--- src/rtl/numeric_code_detonator.sv ---
// Code-protected detonator controller: keypad code entry/programming, abortable countdown, lockout.
// Latency: state, display and lamps update 1 cycle after the sampled inputs; no backpressure (level commands).
module numeric_code_detonator #(
    parameter logic [15:0] PASSWORD  = 16'h2580,
    parameter int          COUNTDOWN = 5,
    parameter int          MAX_TRIES = 3
) (
    input  logic       clk,
    input  logic       rst,
    input  logic [9:0] A,
    input  logic       setup,
    input  logic       ready,
    input  logic       sure,
    input  logic       fire,
    input  logic       wait_t,
    output logic [3:0] m_disp,
    output logic       lt,
    output logic       rt,
    output logic       bt,
    output logic       lb
);

    localparam int TW = $clog2(MAX_TRIES + 1);

    typedef enum logic [2:0] {
        IDLE, SETUP, ENTRY, ARMED, COUNT, BOOM, ERROR, LOCK
    } state_t;

    state_t          state;
    logic [15:0]     code;
    logic [15:0]     dig_buf;
    logic [2:0]      dig_cnt;
    logic [TW-1:0]   tries;
    logic [TW-1:0]   tries_inc;
    logic [9:0]      key_prev;
    logic [3:0]      cnt;
    logic [3:0]      key_dig;
    logic            key_press;

    // A press is a single clean digit that differs from last cycle's keypad value.
    always_comb begin
        key_dig = 4'd0;
        for (int i = 0; i < 10; i++) begin
            if (A[i]) key_dig = 4'(i);
        end
        key_press = $onehot(A) && (A != key_prev);
        tries_inc = tries + 1'b1;
    end

    always_ff @(posedge clk) begin
        if (!rst) begin
            state    <= IDLE;
            code     <= PASSWORD;
            dig_buf  <= 16'h0;
            dig_cnt  <= 3'd0;
            tries    <= '0;
            key_prev <= 10'h0;
            cnt      <= 4'd0;
            m_disp   <= 4'hF;
        end else begin
            key_prev <= A;
            case (state)
                IDLE: begin
                    if (wait_t) begin
                        m_disp <= 4'hF;
                    end else if (setup || ready) begin
                        state   <= setup ? SETUP : ENTRY;
                        dig_buf <= 16'h0;
                        dig_cnt <= 3'd0;
                        m_disp  <= 4'hF;
                    end
                end
                SETUP: begin
                    if (wait_t) begin
                        state  <= IDLE;
                        m_disp <= 4'hF;
                    end else if (sure && dig_cnt == 3'd4) begin
                        code   <= dig_buf;
                        state  <= IDLE;
                        m_disp <= 4'hF;
                    end else if (key_press) begin
                        dig_buf <= {dig_buf[11:0], key_dig};
                        dig_cnt <= (dig_cnt == 3'd4) ? 3'd4 : dig_cnt + 3'd1;
                        m_disp  <= key_dig;
                    end
                end
                ENTRY: begin
                    if (wait_t) begin
                        state  <= IDLE;
                        m_disp <= 4'hF;
                    end else if (sure) begin
                        if (dig_cnt == 3'd4 && dig_buf == code) begin
                            state  <= ARMED;
                            tries  <= '0;
                            m_disp <= 4'hF;
                        end else begin
                            // Short entries count as wrong codes too.
                            tries  <= tries_inc;
                            state  <= (tries_inc == TW'(MAX_TRIES)) ? LOCK : ERROR;
                            m_disp <= 4'hE;
                        end
                    end else if (key_press) begin
                        dig_buf <= {dig_buf[11:0], key_dig};
                        dig_cnt <= (dig_cnt == 3'd4) ? 3'd4 : dig_cnt + 3'd1;
                        m_disp  <= key_dig;
                    end
                end
                ARMED: begin
                    if (wait_t) begin
                        state  <= IDLE;
                        m_disp <= 4'hF;
                    end else if (fire) begin
                        state  <= COUNT;
                        cnt    <= 4'(COUNTDOWN);
                        m_disp <= 4'(COUNTDOWN);
                    end
                end
                COUNT: begin
                    // Releasing fire or aborting drops back to ARMED, not IDLE.
                    if (fire && !wait_t) begin
                        if (cnt == 4'd0) begin
                            state  <= BOOM;
                            m_disp <= 4'hB;
                        end else begin
                            cnt    <= cnt - 4'd1;
                            m_disp <= cnt - 4'd1;
                        end
                    end else begin
                        state  <= ARMED;
                        m_disp <= 4'hF;
                    end
                end
                ERROR: begin
                    if (wait_t) begin
                        state  <= IDLE;
                        m_disp <= 4'hF;
                    end else if (ready) begin
                        state   <= ENTRY;
                        dig_buf <= 16'h0;
                        dig_cnt <= 3'd0;
                        m_disp  <= 4'hF;
                    end
                end
                BOOM: begin
                    m_disp <= 4'hB;
                end
                LOCK: begin
                    m_disp <= 4'hE;
                end
                default: begin
                    state  <= IDLE;
                    m_disp <= 4'hF;
                end
            endcase
        end
    end

    assign lt = (state == SETUP) || (state == ENTRY);
    assign rt = (state == ARMED) || (state == COUNT);
    assign bt = (state == BOOM);
    assign lb = (state == ERROR) || (state == LOCK);

endmodule

--- config.mk ---
export PLATFORM = sky130hd
export DESIGN_NAME = numeric_code_detonator
export DESIGN_NICKNAME = d
export VERILOG_FILES = /design/src/rtl/numeric_code_detonator.sv
export SDC_FILE = /design/constraint.sdc
export NUM_CORES = 1
export LEC_CHECK = 0
export CAP_MARGIN = 20
export CORE_MARGIN = 2
export CORE_UTILIZATION = 51
export DETAILED_ROUTE_END_ITERATION = 8
export PLACE_DENSITY = 0.7
export SYNTH_ARGS = -nofsm -noshare
export SYNTH_HDL_FRONTEND = slang
export SYNTH_SLANG_ARGS = --single-unit
--- constraint.sdc ---
create_clock -name clk -period 5.3 [get_ports clk]
set_clock_uncertainty 0.15 [all_clocks]
set_input_delay 1.06 -clock clk [delete_from_list [all_inputs] [get_ports clk]]
set_output_delay 1.06 -clock clk [all_outputs]
set_load 0.02 [all_outputs]
==> flow_metrics.py, run 1 <==
metrics = {
    "timing": {
        "hold_ws_ns": 0.322,
        "post-route-min-period_ns": 5.03,
        "hold_viol": 0,
        "fin_ws_ns": 0.270,
        "drv_slew": 0,
        "fin_crit_sh": 0.949,
        "finalSetupViolCount": 0,
        "relSlewSlack": 0.290,
        "setup_tns_ns": 0,
        "rsz0062_at_grt": "false",
        "tightest_slew_ns": 1.06,
        "clock.fmax_ghz": 0.199,
    },
    "logic_synthesis": {
        "syn_area_per_cell_um2": 8.48,
        "yosys_warnings": 0,
        "ys_types": 61,
        "yosys_most_used_dff": "dfxtp_1",
        "ys_ff_latch": 58,
        "syn-cell-area_um2": 3280,
        "synth-edff-count": 0,
        "synthesis.instances": 387,
        "synth_fp_nets": 416,
        "ys_seq_area_frac": 0.354,
        "async_flop_share": 0,
    },
    "clocking": {
        "cts_resized": 0,
        "clockRootBuffer": "clkbuf_8",
        "htree_levels": 3,
        "hold_buffers": 0,
        "cts.clk_slew.worst_paths_ns": 0.07,
        "clock-sinks": 58,
        "insertion_delay_ns": 0.34,
        "clockBufferDepth": 2,
        "cts_made_buffers": 9,
        "cts_tree": "yes",
        "cts_setup_buffers": 0,
    },
    "setup_path": {
        "path_max_fanout": 4,
        "r2r_cells": 4,
        "cp_cell_sequence": "clkdlybuf4s50_1 > fa_1 > fa_1 > inv_1 > fa_1 > inv_1 > ha_1 > inv_1 > fa_1 > a2111o_1 > a21oi_1 > o31a_1 > mux2i_1 > a22oi_1 > o22a_1",
        "worstPathBufferInverterCount": 4,
        "required_ns": 5.38,
        "cpPeakStageDelay_ns": 0.52,
        "cpMaxStageDelayCell": "fa_1",
        "crit_family": "adder cells",
        "r2r-end": "code[1]$_SDFFE_PN0P_",
        "worst_setup_path_start_kind": "input pin",
        "timing.critical_path.depth": 15,
        "crit_type": "input pin to register",
        "crit_end": "m_disp[0]$_SDFFE_PN1P_",
        "worstReg2RegStart": "state[0]$_SDFFE_PN0P_",
        "critPathCaptureType": "register",
        "cp_common_cell": "fa_1",
        "critPathArrivalTime_ns": 5.11,
        "crit_path_start": "A[0]",
        "r2r_slack_ns": 2.51,
    },
    "global_route": {
        "antenna_found_initial": 0,
        "grt_pass1_wl_um": 12000,
        "overflow": 0,
        "grt_pass1_vias": 2536,
        "grt_util_all_layers": 0.212,
        "grt_max_degree": 43,
    },
    "pwr": {
        "cellLeakagePower_nw": 1.47,
        "p_per_area_nw_per_um2": 434,
        "power_mw": 1.68,
        "ir_drop_uv": 204,
    },
    "finish": {
        "areaGrowthSynthToFinish_pct": 17.7,
        "drive_gt1_frac": 0.0887,
        "nets": 441,
        "final_cells": 494,
        "antenna_cells": 0,
        "utilization": 0.615,
        "stdcell_area_um2": 3860,
    },
    "drt": {
        "drc_errors": 0,
        "dr_total_vias": 2795,
        "routedWlPerCell_um": 14.5,
        "drt_iter0_markers": 189,
        "viasPerCell": 5.66,
        "ant_nets": 0,
        "postRouteWirelength_um": 7160,
        "detail_route.first_pass.iterations": 4,
    },
    "worst_hold_path": {
        "min_path_type": "register to register",
    },
    "placed_design": {
        "gp_congestion": 0.835,
        "hpwl_um": 5070,
        "portBuffers": 24,
        "placed_area_um2": 3610,
        "pre_cts_ws_ns": -0.0729,
        "post-place-cells": 478,
    },
    "run": {
        "drv_cap": 0,
    },
    "die": {
        "fp.dieArea_um2": 7090,
        "initial_core_util": 0.523,
        "core_um2": 6280,
        "rows": 29,
        "ios": 25,
        "fp.dieH_um": 84.2,
        "die_w_um": 84.2,
    },
    "run_status": {
        "status": "completed",
    },
}
-- area by class of cell --
| class | instances | area, um^2 |
|---|---|---|
| flip-flops and latches | 58 | 1160 |
| repair buffers | 37 | 350 |
| clock inverters | 7 | 124 |
| inverters | 22 | 82.6 |
| multi-input cells | 284 | 1920 |
| clock buffers | 9 | 124 |
| well taps | 77 | 96.3 |
| fillers | 577 | 2420 |
-- synthesized netlist by cell type (all sizes together), types with 2 or more instances --
master   n  area, um^2
dfxtp   58        1160
inv     21        78.8
a22oi    2        15.0
and3     2        12.5
nor3    10        61.3
buf     11        70.1
nor2b    3        26.3
and2    10        62.6
nor4     7        43.8
mux2i   19         190
or3b     3        26.3
nand2   29         109
o31ai    4        30.0
a31oi    5        31.3
o2111a   2        22.5
nor3b    3        22.5
a211oi   3        35.0
nand4    7        43.8
o21ai   25         129
o211ai   2        15.0
or3      2        12.5
nand3   31         155
nand2b   2        12.5
nor2    33         124
o21a     4        30.0
ha       6        75.1
clkbuf  12        45.0
xnor2   11        96.3
fa       6         120
o221a    2        22.5
xor2    17         149
a21oi   14        70.1
o311a    3        30.0
-- power by group --
part           total (mW)  switching [mW]  internal (mW)
Combinational       0.639           0.376          0.264
Sequential          0.532          0.0639          0.468
Clock               0.505           0.189          0.316
-- flip-flops by register name (all words and copies together), names as in the netlist --
| register | cells |
|---|---|
| cnt | 4 |
| code | 16 |
| dig_buf | 16 |
| dig_cnt | 3 |
| key_prev | 10 |
| m_disp | 4 |
| state | 3 |
| tries | 2 |
-- cells by family (layout without fill, tap and decap cells) --
kind of cell / after synthesis / count (layout) / synth area share
AO/OA/AOI/OAI: 81 / 81 / 0.172
buffers and inverters: 45 / 75 / 0.0603
AND/OR/NAND/NOR: 144 / 144 / 0.222
adder cells (fa/ha/maj): 12 / 12 / 0.0595
multiplexers: 19 / 19 / 0.0580
XOR/XNOR: 28 / 28 / 0.0748
flip-flops: 58 / 58 / 0.354
-- routing by layer --
layer  wire, um  track usage
met5          0            0
met4        100       0.0968
met3        249       0.0364
met2       3470        0.333
met1       3340        0.285
-- worst min-delay path by stage --
stage / start / to / slack (ns) / cells past startpoint
floorplan: tries[1]$_SDFFE_PN0P_ / tries[1]$_SDFFE_PN0P_ / 0.29 / 2
global placement: tries[1]$_SDFFE_PN0P_ / tries[1]$_SDFFE_PN0P_ / 0.29 / 2
detailed placement: tries[1]$_SDFFE_PN0P_ / tries[1]$_SDFFE_PN0P_ / 0.31 / 2
CTS: tries[1]$_SDFFE_PN0P_ / tries[1]$_SDFFE_PN0P_ / 0.32 / 2
global route: tries[1]$_SDFFE_PN0P_ / tries[1]$_SDFFE_PN0P_ / 0.34 / 2
finish: tries[1]$_SDFFE_PN0P_ / tries[1]$_SDFFE_PN0P_ / 0.32 / 2
-- cell usage in the layout, fill, tap and decap left out, types with 7 or more instances in the layout --
| cell | instances |
|---|---|
| o21ai_0 | 21 |
| and2_1 | 10 |
| buf_4 | 12 |
| nor3_1 | 9 |
| inv_1 | 20 |
| xnor2_1 | 11 |
| nand3_1 | 31 |
| a21oi_1 | 14 |
| nand2_1 | 29 |
| mux2i_1 | 19 |
| nor2_1 | 33 |
| clkdlybuf4s50_1 | 24 |
| nand4_1 | 7 |
| nor4_1 | 7 |
| dfxtp_1 | 58 |
| xor2_1 | 17 |
| clkbuf_8 | 9 |
-- worst reg2reg max path, delay by kind of cell (launching register included) --
family / cells / cell delay [ns]
simple gates: 3 / 1.42
flops: 1 / 0.78
mux: 1 / 0.31
No activity file was read; power rests on OpenSTA's default activity.
==> run 2, diff against run 1 <==
--- a/config.mk
+++ b/config.mk
@@ -6,7 +6,6 @@
 export NUM_CORES = 1
 export LEC_CHECK = 0
 export CAP_MARGIN = 20
-export CORE_MARGIN = 2
 export CORE_UTILIZATION = 51
 export DETAILED_ROUTE_END_ITERATION = 8
 export PLACE_DENSITY = 0.7
==> flow_metrics.py, run 2 (same netlist as run 1, synthesis figures left out) <==
metrics = {
    "die": {
        "core_um2": 6060,
        "rows": 28,
        "fp.dieH_um": 82.2,
        "ios": 25,
        "fp.dieArea_um2": 6760,
        "initial_core_util": 0.541,
        "die_w_um": 82.2,
    },
    "global_route": {
        "overflow": 0,
        "grt_max_degree": 53,
        "grt_pass1_wl_um": 11500,
        "antenna_found_initial": 0,
        "grt_pass1_vias": 2487,
        "grt_util_all_layers": 0.229,
    },
    "drt": {
        "postRouteWirelength_um": 7060,
        "drc_errors": 0,
        "dr_total_vias": 2785,
        "ant_nets": 0,
        "routedWlPerCell_um": 14.4,
        "viasPerCell": 5.68,
        "detail_route.first_pass.iterations": 5,
        "drt_iter0_markers": 261,
    },
    "setup_path": {
        "critPathArrivalTime_ns": 5.06,
        "crit_family": "adder cells",
        "path_max_fanout": 4,
        "cp_cell_sequence": "clkdlybuf4s50_1 > fa_1 > fa_1 > inv_1 > fa_1 > inv_1 > ha_1 > inv_1 > fa_1 > a2111o_1 > a21oi_1 > o31a_1 > mux2i_1 > a22oi_1 > o22a_1",
        "r2r_slack_ns": 2.61,
        "crit_type": "input pin to register",
        "critPathCaptureType": "register",
        "required_ns": 5.38,
        "worst_setup_path_start_kind": "input pin",
        "cpPeakStageDelay_ns": 0.53,
        "cp_common_cell": "fa_1",
        "worstPathBufferInverterCount": 4,
        "cpMaxStageDelayCell": "fa_1",
    },
    "worst_hold_path": {
        "min_path_type": "register to register",
    },
    "run_status": {
        "status": "completed",
    },
    "clocking": {
        "hold_buffers": 0,
        "cts.clk_slew.worst_paths_ns": 0.07,
        "cts_made_buffers": 9,
        "clock-sinks": 58,
        "cts_resized": 0,
        "htree_levels": 3,
        "cts_setup_buffers": 0,
        "insertion_delay_ns": 0.34,
        "clockBufferDepth": 2,
        "clockRootBuffer": "clkbuf_8",
        "cts_tree": "yes",
    },
    "timing": {
        "tightest_slew_ns": 0.995,
        "rsz0062_at_grt": "false",
        "hold_viol": 0,
        "clock.fmax_ghz": 0.201,
        "relSlewSlack": 0.335,
        "post-route-min-period_ns": 4.98,
        "finalSetupViolCount": 0,
        "fin_crit_sh": 0.939,
        "drv_slew": 0,
        "fin_ws_ns": 0.324,
    },
    "pwr": {
        "p_per_area_nw_per_um2": 406,
        "power_mw": 1.53,
        "cellLeakagePower_nw": 1.42,
        "ir_drop_uv": 257,
    },
    "finish": {
        "final_cell_mix": "dfxtp_1 (58), nor2_1 (33), nand3_1 (31)",
        "nets": 439,
        "antenna_cells": 0,
        "drive_gt1_frac": 0.0819,
        "utilization": 0.621,
        "areaGrowthSynthToFinish_pct": 14.8,
        "final_common_cell": "dfxtp_1",
        "final_cells": 490,
        "top_regs": "code x16, dig_buf x16, key_prev x10",
    },
    "placed_design": {
        "hpwl_um": 4760,
        "pre_cts_ws_ns": -0.0343,
        "post-place-cells": 474,
        "portBuffers": 24,
        "gp_congestion": 0.844,
    },
    "run": {
        "drv_cap": 0,
    },
}
==> run 2: cell types whose count changed in the layout (fill, tap and decap cells not counted), sizes merged <==
cell / previous run / this run
clkbuf: 9 / 11
buf: 13 / 11
bufinv: 3 / 0
clkinv: 2 / 4
inv: 23 / 21
clkinvlp: 1 / 2
==> run 2: area by class of cell <==
cell class | instances | area, um^2
Inverter | 22 | 82.6
Multi-Input combinational cell | 284 | 1920
Timing Repair Buffer | 35 | 335
Sequential cell | 58 | 1160
Clock inverter | 5 | 30.0
Fill cell | 575 | 2290
Tap cell | 75 | 93.8
Clock buffer | 11 | 141
==> run 2: metrics by stage <==
step,hold WS [ns],TNS [ns],area (um^2)
final,0.318,0,3770
after global placement,0.293,0,3590
after detailed placement,0.316,-0.0470,3590
after CTS,0.324,0,3770
after global routing,0.348,0,3770
after floorplan,0.286,0,3280
==> run 2: where the power goes <==
part / internal, mW / leakage (nW) / switching (mW)
Clock: 0.180 / 0.0851 / 0.181
Sequential: 0.468 / 0.471 / 0.0675
Combinational: 0.259 / 0.868 / 0.372
==> run 2: worst paths after layout <==
| kind | from | end | cells after the start |
|---|---|---|---|
| worst max register to register | state[0]$_SDFFE_PN0P_ | code[7]$_SDFFE_PN1P_ | 4 |
| worst min-delay path | tries[0]$_SDFFE_PN0P_ | tries[0]$_SDFFE_PN0P_ | 2 |
| worst max-delay path | A[0] | m_disp[0]$_SDFFE_PN1P_ | 15 |
| worst min register to register | tries[0]$_SDFFE_PN0P_ | tries[0]$_SDFFE_PN0P_ | 2 |
==> run 2: routing by layer <==
layer / routed length, um / vias to the layer above / global-route usage
met2: 3230 / 69 / 0.342
met5: 0 / - / 0
met3: 280 / 9 / 0.0527
met4: 121 / 0 / 0.0930
met1: 3430 / 1295 / 0.315
li1: - / 1412 / -
==> run 2: worst reg2reg max path: cells and delay by family (launching register included) <==
family / cells / cell delay [ns]
flip-flops: 1 / 0.77
multiplexers: 1 / 0.29
AND/OR/NAND/NOR: 3 / 1.36
